==> config.mk <==
export PLATFORM = sky130hd
export DESIGN_NAME = codificador_botones
export DESIGN_NICKNAME = d
export VERILOG_FILES = /design/src/rtl/codificador_botones_pkg.sv /design/src/rtl/antirrebote.sv /design/src/rtl/codificador_botones.sv
export SDC_FILE = /design/constraint.sdc
export NUM_CORES = 1
export LEC_CHECK = 0
export BUFFER_PORTS_ARGS = -buffer_cell sky130_fd_sc_hd__buf_2
export CORE_ASPECT_RATIO = 0.75
export CORE_MARGIN = 4
export CORE_UTILIZATION = 50
export DETAILED_ROUTE_END_ITERATION = 12
export PLACE_DENSITY = 0.66
export SLEW_MARGIN = 0
export SYNTH_ARGS = -nofsm -noshare
export SYNTH_HDL_FRONTEND = slang
export SYNTH_SLANG_ARGS = --single-unit
==> constraint.sdc <==
create_clock -name clk -period 4.9 [get_ports clk]
set_clock_uncertainty 0.05 [all_clocks]
set_input_delay 1.47 -clock clk [delete_from_list [all_inputs] [get_ports clk]]
set_output_delay 1.47 -clock clk [all_outputs]
set_load 0.01 [all_outputs]
==> src/rtl/codificador_botones_pkg.sv <==
// Movement codes shared by the button encoder and the snake state machine,
// plus the press priority used when several buttons fire in the same cycle.
package codificador_botones_pkg;

  localparam logic [2:0] CMD_NADA      = 3'd0;
  localparam logic [2:0] CMD_ARRIBA    = 3'd1;
  localparam logic [2:0] CMD_ABAJO     = 3'd2;
  localparam logic [2:0] CMD_IZQUIERDA = 3'd3;
  localparam logic [2:0] CMD_DERECHA   = 3'd4;
  localparam logic [2:0] CMD_PAUSA     = 3'd5;

  // p = {pausa, derecha, izquierda, abajo, arriba}; pausa always wins.
  function automatic logic [2:0] prioridad(input logic [4:0] p);
    if (p[4])      return CMD_PAUSA;
    else if (p[0]) return CMD_ARRIBA;
    else if (p[1]) return CMD_ABAJO;
    else if (p[2]) return CMD_IZQUIERDA;
    else if (p[3]) return CMD_DERECHA;
    else           return CMD_NADA;
  endfunction

endpackage

==> src/rtl/antirrebote.sv <==
// Two-flop synchroniser and counting debouncer for one raw button; pulso is
// high in the cycle whose closing edge moves the debounced level 0->1.
module antirrebote #(
  parameter int DEBOUNCE_CYCLES = 1000000
) (
  input  logic clk,
  input  logic rst,
  input  logic btn,
  output logic pulso
);

  localparam int CW = $clog2(DEBOUNCE_CYCLES);
  localparam logic [CW-1:0] LAST = CW'(DEBOUNCE_CYCLES - 1);

  logic [1:0]    sync;
  logic [CW-1:0] cnt;
  logic          nivel;
  logic          s;
  logic          flip;

  assign s     = sync[1];
  assign flip  = (s != nivel) && (cnt == LAST);
  assign pulso = flip && s;

  always_ff @(posedge clk or negedge rst) begin
    if (!rst) begin
      sync  <= '0;
      cnt   <= '0;
      nivel <= 1'b0;
    end else begin
      sync <= {sync[0], btn};
      if (s == nivel) begin
        cnt <= '0;
      end else if (flip) begin
        nivel <= s;
        cnt   <= '0;
      end else begin
        cnt <= cnt + CW'(1);
      end
    end
  end

endmodule

==> src/rtl/codificador_botones.sv <==
// Debounces the five movement buttons, priority-encodes presses and queues
// the resulting codes in a show-ahead FIFO popped by the state machine.
module codificador_botones
  import codificador_botones_pkg::*;
#(
  parameter int DEBOUNCE_CYCLES    = 1000000,
  parameter int DEPTH              = 4,
  parameter bit SUPRIMIR_REPETIDOS = 1'b1
) (
  input  logic       clk,
  input  logic       rst,
  input  logic       arriba,
  input  logic       abajo,
  input  logic       izquierda,
  input  logic       derecha,
  input  logic       pausa,
  input  logic       rd_en,
  output logic [2:0] cmd,
  output logic       cmd_valid,
  output logic       full,
  output logic       overflow
);

  localparam int PW = $clog2(DEPTH);
  localparam logic [PW:0] DEPTH_C = (PW + 1)'(DEPTH);

  logic [4:0]    botones;
  logic [4:0]    pulsos;
  logic [2:0]    codigo;
  logic [2:0]    mem [DEPTH];
  logic [PW-1:0] wr_ptr;
  logic [PW-1:0] rd_ptr;
  logic [PW:0]   count;
  logic [2:0]    newest;
  logic          do_pop;
  logic          repetido;
  logic          candidato;
  logic          do_push;

  assign botones = {pausa, derecha, izquierda, abajo, arriba};

  for (genvar i = 0; i < 5; i++) begin : g_ab
    antirrebote #(.DEBOUNCE_CYCLES(DEBOUNCE_CYCLES)) u_ab (
      .clk  (clk),
      .rst  (rst),
      .btn  (botones[i]),
      .pulso(pulsos[i])
    );
  end

  assign codigo = prioridad(pulsos);

  assign cmd_valid = (count != '0);
  assign full      = (count == DEPTH_C);
  assign cmd       = cmd_valid ? mem[rd_ptr] : CMD_NADA;

  // A pop in the same cycle frees a slot, so a full FIFO still accepts the write.
  assign newest    = mem[wr_ptr - PW'(1)];
  assign do_pop    = rd_en && cmd_valid;
  assign repetido  = SUPRIMIR_REPETIDOS && cmd_valid && (codigo == newest);
  assign candidato = (codigo != CMD_NADA) && !repetido;
  assign do_push   = candidato && (!full || do_pop);

  always_ff @(posedge clk or negedge rst) begin
    if (!rst) begin
      wr_ptr   <= '0;
      rd_ptr   <= '0;
      count    <= '0;
      overflow <= 1'b0;
    end else begin
      if (do_push) wr_ptr <= wr_ptr + PW'(1);
      if (do_pop)  rd_ptr <= rd_ptr + PW'(1);
      case ({do_push, do_pop})
        2'b10:   count <= count + (PW + 1)'(1);
        2'b01:   count <= count - (PW + 1)'(1);
        default: count <= count;
      endcase
      if (candidato && full && !do_pop) overflow <= 1'b1;
    end
  end

  // Storage needs no reset: cmd masks the head while the FIFO is empty.
  always_ff @(posedge clk) begin
    if (do_push) mem[wr_ptr] <= codigo;
  end

endmodule

# Word level (Yosys, flattened, before mapping)
# Memory sizes are Yosys's and may differ from the RTL's.
# Index checks and enable logic that the tools add are counted.
[word_totals]
reg_bits = 123
output_inout_bits = 6
ramBits = 12
wordCells = 101
n_memories = 1
[memory_table]
columns = ["memory", "words", "word_bits", "rd", "rd_ports_with_merged_regs", "write_ports", "line_no", "text"]
rows = [
  ["mem", 4, 3, 2, 0, 1, "codificador_botones.sv:30", "logic [2:0] mem [DEPTH];"],
]
[classes]
n_mux = 19
addsub = 10
eq_ne = 19
reduce_logical = 28
bitwise_logic = 5
[ops]
columns = ["operator", "count"]
rows = [
  ["$mux 20", 10],
  ["$add 20x1->20 const B", 5],
  ["$eq 20x20->1 const B", 5],
  ["$mux 3", 6],
  ["$logic_and 1x1->1", 16],
  ["$reduce_and 2->1", 5],
  ["$pmux 3 s2", 1],
  ["$reduce_bool 3->1", 2],
  ["$eq 1x1->1", 5],
  ["$ne 1x1->1", 5],
  ["$not 1->1", 5],
  ["$add 2x1->2 const B", 2],
  ["$add 3x1->3 const B", 1],
  ["$eq 3x3->1", 1],
  ["$eq 3x3->1 const B", 1],
  ["$logic_not 1->1", 3],
  ["$sub 3x1->3 const B", 1],
  ["$eq 2x1->1 const B", 1],
  ["$eq 2x2->1 const B", 1],
  ["$mux 1", 2],
  ["$reduce_bool 2->1", 1],
  ["$sub 2x1->2 const B", 1],
  ["$logic_or 1x1->1", 1],
]

# Longest topological paths before layout
[logic_depth]
word_depth = 15
ltp_mapped = 13
ltp_nobuf = 13

# Hierarchy
# Synthesis repeated with hierarchy kept, for this count alone.
[hier_totals]
hier_cells = 620
hier_area_um2 = 6966.7
[by_module_without_submodules]
columns = ["mod", "cells_each", "instances", "area_each_um2"]
rows = [
  ["antirrebote", 106, 5, 1159.9],
  ["codificador_botones", 90, 1, 1167.4],
]

# Worst setup path after synthesis
# Ideal clock, no wire load.
[synth_path]
path_type = "register to register"
from = "register g_ab[1].u_ab.cnt[8]"
to = "register count[1]"
arrival_ns = 3.483
period_less_slack_ns = 3.659
slack_ns = 1.241
t_required_ns = 4.724
n_path_buf = 0
path_stages_with_launch = 13
cell_sequence = "dfrtp_1 > or4b_4 > or4_4 > nor3_2 > o311ai_1 > xor2_1 > o32ai_1 > a21oi_1 > nor2_1 > fa_1 > or2_2 > mux2i_1 > nor4b_2"
[synth_via]
elab_chain_len = 13
word_cells_on_any_way = 16
classes_between = "eq/ne: 4; mux: 4; reduce/logical: 8"
[synth_lines]
columns = ["element", "line_no", "text"]
rows = [
  ["start, declared", "antirrebote.sv:16", "logic [CW-1:0] cnt;"],
  ["start signal, assigned", "antirrebote.sv:38", "cnt <= cnt + CW'(1);"],
  ["$eq 20x20->1 (*)", "antirrebote.sv:22", "assign flip = (s != nivel) && (cnt == LAST);"],
  ["$logic_and 1x1->1 (*)", "antirrebote.sv:22", ""],
  ["$logic_and 1x1->1 (*)", "antirrebote.sv:23", "assign pulso = flip && s;"],
  ["$mux 3 (*)", "codificador_botones_pkg.sv:16", "else if (p[1]) return CMD_ABAJO;"],
  ["$mux 3 (*)", "codificador_botones_pkg.sv:15", "else if (p[0]) return CMD_ARRIBA;"],
  ["$mux 3 (*)", "codificador_botones_pkg.sv:14", "if (p[4]) return CMD_PAUSA;"],
  ["via codigo[0]", "codificador_botones.sv:29", "logic [2:0] codigo;"],
  ["$eq 3x3->1", "codificador_botones.sv:60", "assign repetido = SUPRIMIR_REPETIDOS && cmd_valid && (codigo == newest);"],
  ["$logic_and 1x1->1", "codificador_botones.sv:60", ""],
  ["$logic_not 1->1", "codificador_botones.sv:61", "assign candidato = (codigo != CMD_NADA) && !repetido;"],
  ["$logic_and 1x1->1 (*)", "codificador_botones.sv:61", ""],
  ["$logic_and 1x1->1 (*)", "codificador_botones.sv:62", "assign do_push = candidato && (!full || do_pop);"],
  ["$eq 2x1->1 / $eq 2x2->1 (equally long branches)", "codificador_botones.sv:73", "case ({do_push, do_pop})"],
  ["$pmux 3 s2 / $reduce_bool 2->1 (equally long branches)", "-", ""],
  ["end signal, assigned", "codificador_botones.sv:74", "2'b10: count <= count + (PW + 1)'(1);"],
  ["end signal, assigned", "codificador_botones.sv:75", "2'b01: count <= count - (PW + 1)'(1);"],
  ["end signal, assigned", "codificador_botones.sv:76", "default: count <= count;"],
  ["end, declared", "codificador_botones.sv:33", "logic [PW:0] count;"],
]
# The timed path passes the listed nets; every way through them passes the cells marked *.
# A chain may end at the register's enable or synchronous reset.

# Worst setup path after layout
[layout_path]
from = "register g_ab[4].u_ab.cnt[8]"
to = "register count[1]"
[layout_via]
elab_chain_len = 11
word_cells_on_any_way = 14
classes_between = "eq/ne: 4; mux: 2; reduce/logical: 8"
[layout_lines]
columns = ["element", "line_no"]
rows = [
  ["start, declared", "antirrebote.sv:16"],
  ["start signal, assigned", "antirrebote.sv:38"],
  ["$eq 20x20->1 (*)", "antirrebote.sv:22"],
  ["$logic_and 1x1->1 (*)", "antirrebote.sv:22"],
  ["$logic_and 1x1->1 (*)", "antirrebote.sv:23"],
  ["$mux 3 (*)", "codificador_botones_pkg.sv:14"],
  ["$eq 3x3->1", "codificador_botones.sv:60"],
  ["$logic_and 1x1->1", "codificador_botones.sv:60"],
  ["$logic_not 1->1", "codificador_botones.sv:61"],
  ["$logic_and 1x1->1 (*)", "codificador_botones.sv:61"],
  ["$logic_and 1x1->1 (*)", "codificador_botones.sv:62"],
  ["$eq 2x1->1 / $eq 2x2->1 (equally long branches)", "codificador_botones.sv:73"],
  ["$pmux 3 s2 / $reduce_bool 2->1 (equally long branches)", "-"],
]
# Every way passes the cells marked *; elsewhere a longest branch is shown, timed or not.

==> flow_summary_export.csv <==
group,metric,value,unit
die,die_y,107.3,µm
drt,dr_total_vias,4639,
drt,ant_nets,0,
cts,cts_buffer_depth,2,
synth,ys_ff_latch,135,
pwr,ir_drop,0.2546,mV
die,fp.dieW,140.4,µm
layout,n_fill_cell,1038,
cts,cts_setup_buffers,0,
global_route,globalRoute.totalOverflow,0,
synth,synth_most_common_cell,"dfrtp_1",
global_route,track_usage,0.1759,
place,port_buffers,13,
die,die-area,0.01506,mm²
synth,synth_area,0.006571,mm²
worst_setup_path,path_cells,"or4b_2 -> nor4_1 -> nand3_1 -> nand4_1 -> nand3_1 -> a2111oi_0 -> a21oi_1 -> nor2_1 -> fa_1 -> or2_2 -> mux2i_1 -> nor4b_2",
worst_hold_path,min_path_cells,0,
drt,drt-initial-drc-count,312,
global_route,grt_pass1_vias,4510,
synth,synth_top_area_share,0.4684,
synth,async_reset_ff_frac,0.9111,
drt,avgViaCountPerCell,5.503,
place,hpwl,8481,µm
drt,drt_pass1_iterations,4,
place,dp_cells,811,
layout,syn_to_final_growth,13.21,%
timing,slew_viol_final,0,
worst_setup_path,rrSetupSlack,0.87,ns
timing,worstMarginPinSlew,0.8682,ns
timing,rsz0062_at_grt,"no",
worst_setup_path,reg2reg_depth,12,
worst_setup_path,cpPeakStageDelay,0.72,ns
worst_setup_path,crit_path_top_delay_cell,"or4b_2",
cts,htreeDepth,4,
cts,cts-root-buf,"clkbuf_16",
global_route,antenna_found_initial,0,
worst_setup_path,cp.arrival,4.27,ns
worst_setup_path,startpoint,"g_ab[4].u_ab.cnt[8]",
worst_hold_path,hold_end,"g_ab[4].u_ab.sync[1]",
die,pin_count,14,
cts,clkLatencyLatePin,0.41,ns
die,coreArea,0.01257,mm²
die,start_util,0.5228,
cts,clkSlewWorstSetupHoldPaths,0.06,ns
cts,cts_buffers,17,
drt,drc,0,
layout,antennaDiodeCount,0,
cts,cts_resized,0,
synth,yosysWarnings,0,
pwr,power.leakage,3.276,nW
synth,synthFlopType,"dfrtp_1",
timing,tns,0,ns
layout,multi_input_area,0.003064,mm²
pwr,power_density,366.8,mW/mm²
status,outcome,"finished, final reports clean",
die,num_rows,35,
synth,synth_edf_count,12,
synth,synth.distinct_cells,55,
layout,layout-drive-gt1-share,0.1064,
synth,yosys.area.top_type,"dfrtp_1",
timing,slew_headroom,0.4212,
layout,fin_nets,682,
synth,synth.area.top_cells,"dfrtp_1, xor2_1, nor2_1",
cts,cts_sinks,135,
worst_hold_path,hold_start,"g_ab[4].u_ab.sync[0]",
timing,fmax,248.3,MHz
global_route,grt_pass1_wl,21560,µm
worst_setup_path,crit_type,"register to register",
global_route,grt_max_degree,70,
run,drv_cap,0,
synth,synth_nets,656,
worst_setup_path,cp-end-kind,"register",
synth,netlist_instances,638,
worst_setup_path,reg2reg_from,"g_ab[4].u_ab.cnt[8]",
timing,min_period_over_period,0.8218,
synth,ys_seq_area_frac,0.5232,
place,gp_congestion,0.8250,
drt,totalWireLength,12420,µm
cts,cts_tree,"done",
timing,setup_viol,0,
worst_setup_path,path_common_cell,"nand3_1",
synth,syn_avg_cell_area,10.30,µm²
worst_hold_path,hold_class,"register to register",
layout,regArea,0.003438,mm²
worst_setup_path,r2r-end,"count[1]",
timing,final.min_clock_period,4.027,ns
cts,cts_hold_buf,0,
worst_setup_path,startpoint_type,"register",
synth,ys_top_cells_by_count,"dfrtp_1, nor2_1, xor2_1",
drt,wire_per_inst,14.73,µm
timing,hold_viol_final,0,
worst_setup_path,cp.required,5.14,ns
layout,fin_cells,843,
worst_setup_path,worstPathMaxFanout,4,
cell usage in the layout (no fill, tap or decap), drive strengths merged, types with 6 or more instances in the layout:
master,count
dfrtp,123
nor2,121
xor2,64
nand2,59
nand3,51
xnor2,28
and3,20
clkbuf,20
buf,15
nand4,14
and2,12
edfxtp,12
inv,12
a21oi,11
o21ai,9
or3,9
ha,9
nor4,7
nor4b,7
mux4,6
nor2b,6
mux2,6
worst max-delay path by stage:
stage	to	slack, ns	cells after the start
after floorplan	count[1]	1.24	12
after global placement	count[1]	1.04	12
after detailed placement	count[1]	0.96	12
after CTS	count[1]	0.93	12
after global routing	count[1]	0.61	12
final	count[1]	0.87	12
worst max-delay path, delay by kind of cell, from the launching register on:
| family | cells | cell delay, ns |
|---|---|---|
| mux | 1 | 0.16 |
| simple gates | 8 | 2.27 |
| fa+ha+maj | 1 | 0.47 |
| compound gates | 2 | 0.55 |
| flops | 1 | 0.41 |
flip-flops by register name, indices dropped and copies added (netlist names):
name,count
g_ab.u_ab.cnt,100
mem,12
g_ab.u_ab.sync,10
g_ab.u_ab.nivel,5
count,3
rd_ptr,2
wr_ptr,2
overflow,1
cell type report:
type | instances | area share
timing repair buffer | 15 | 0.01278
inverter | 10 | 0.005045
sequential | 135 | 0.4622
clock buffer | 20 | 0.06004
clock inverter | 12 | 0.02018
multi-input combinational | 485 | 0.4119
tap | 166 | 0.02792
power breakdown:
part | total [mW] | switching [mW] | internal, mW
Clock | 1.29 | 0.477 | 0.812
Combinational | 0.225 | 0.132 | 0.0927
Sequential | 1.21 | 0.0524 | 1.16
stage by stage:
stage          power [mW]  utilization  worst slack, ns  cell area, µm²  hold WS [ns]
2_1_floorplan       1.381            -            1.241            6571        0.2812
3_3_place_gp        1.449       0.5445            1.043            6843        0.2818
6_report            2.729       0.5919           0.8734            7440        0.2988
5_1_grt             2.843       0.5919           0.6105            7440        0.3103
4_1_cts             2.754       0.5919           0.9270            7440        0.3010
3_5_place_dp        1.458       0.5445           0.9552            6843        0.2924
kinds of logic after synthesis:
| logic type | after synthesis | synth area share |
|---|---|---|
| XOR/XNOR | 92 | 0.1226 |
| flip-flops | 135 | 0.5232 |
| multiplexers | 13 | 0.03294 |
| AND/OR/NAND/NOR | 334 | 0.2532 |
| AO/OA/AOI/OAI | 36 | 0.03732 |
| adder cells (fa/ha/maj) | 10 | 0.02018 |
| buffers and inverters | 18 | 0.01047 |
per-layer routing:
layer / global-route usage / routed length [µm] / up-vias / part of all wire
met3: 0.04707 / 498 / 10 / 0.040
met5: 0 / 0 / - / 0
met1: 0.2522 / 6337 / 2292 / 0.51
met2: 0.2650 / 5498 / 79 / 0.44
met4: 0.04841 / 86 / 0 / 0.0069
li1: - / - / 2258 / -
Power figures use the tool's default switching activity.
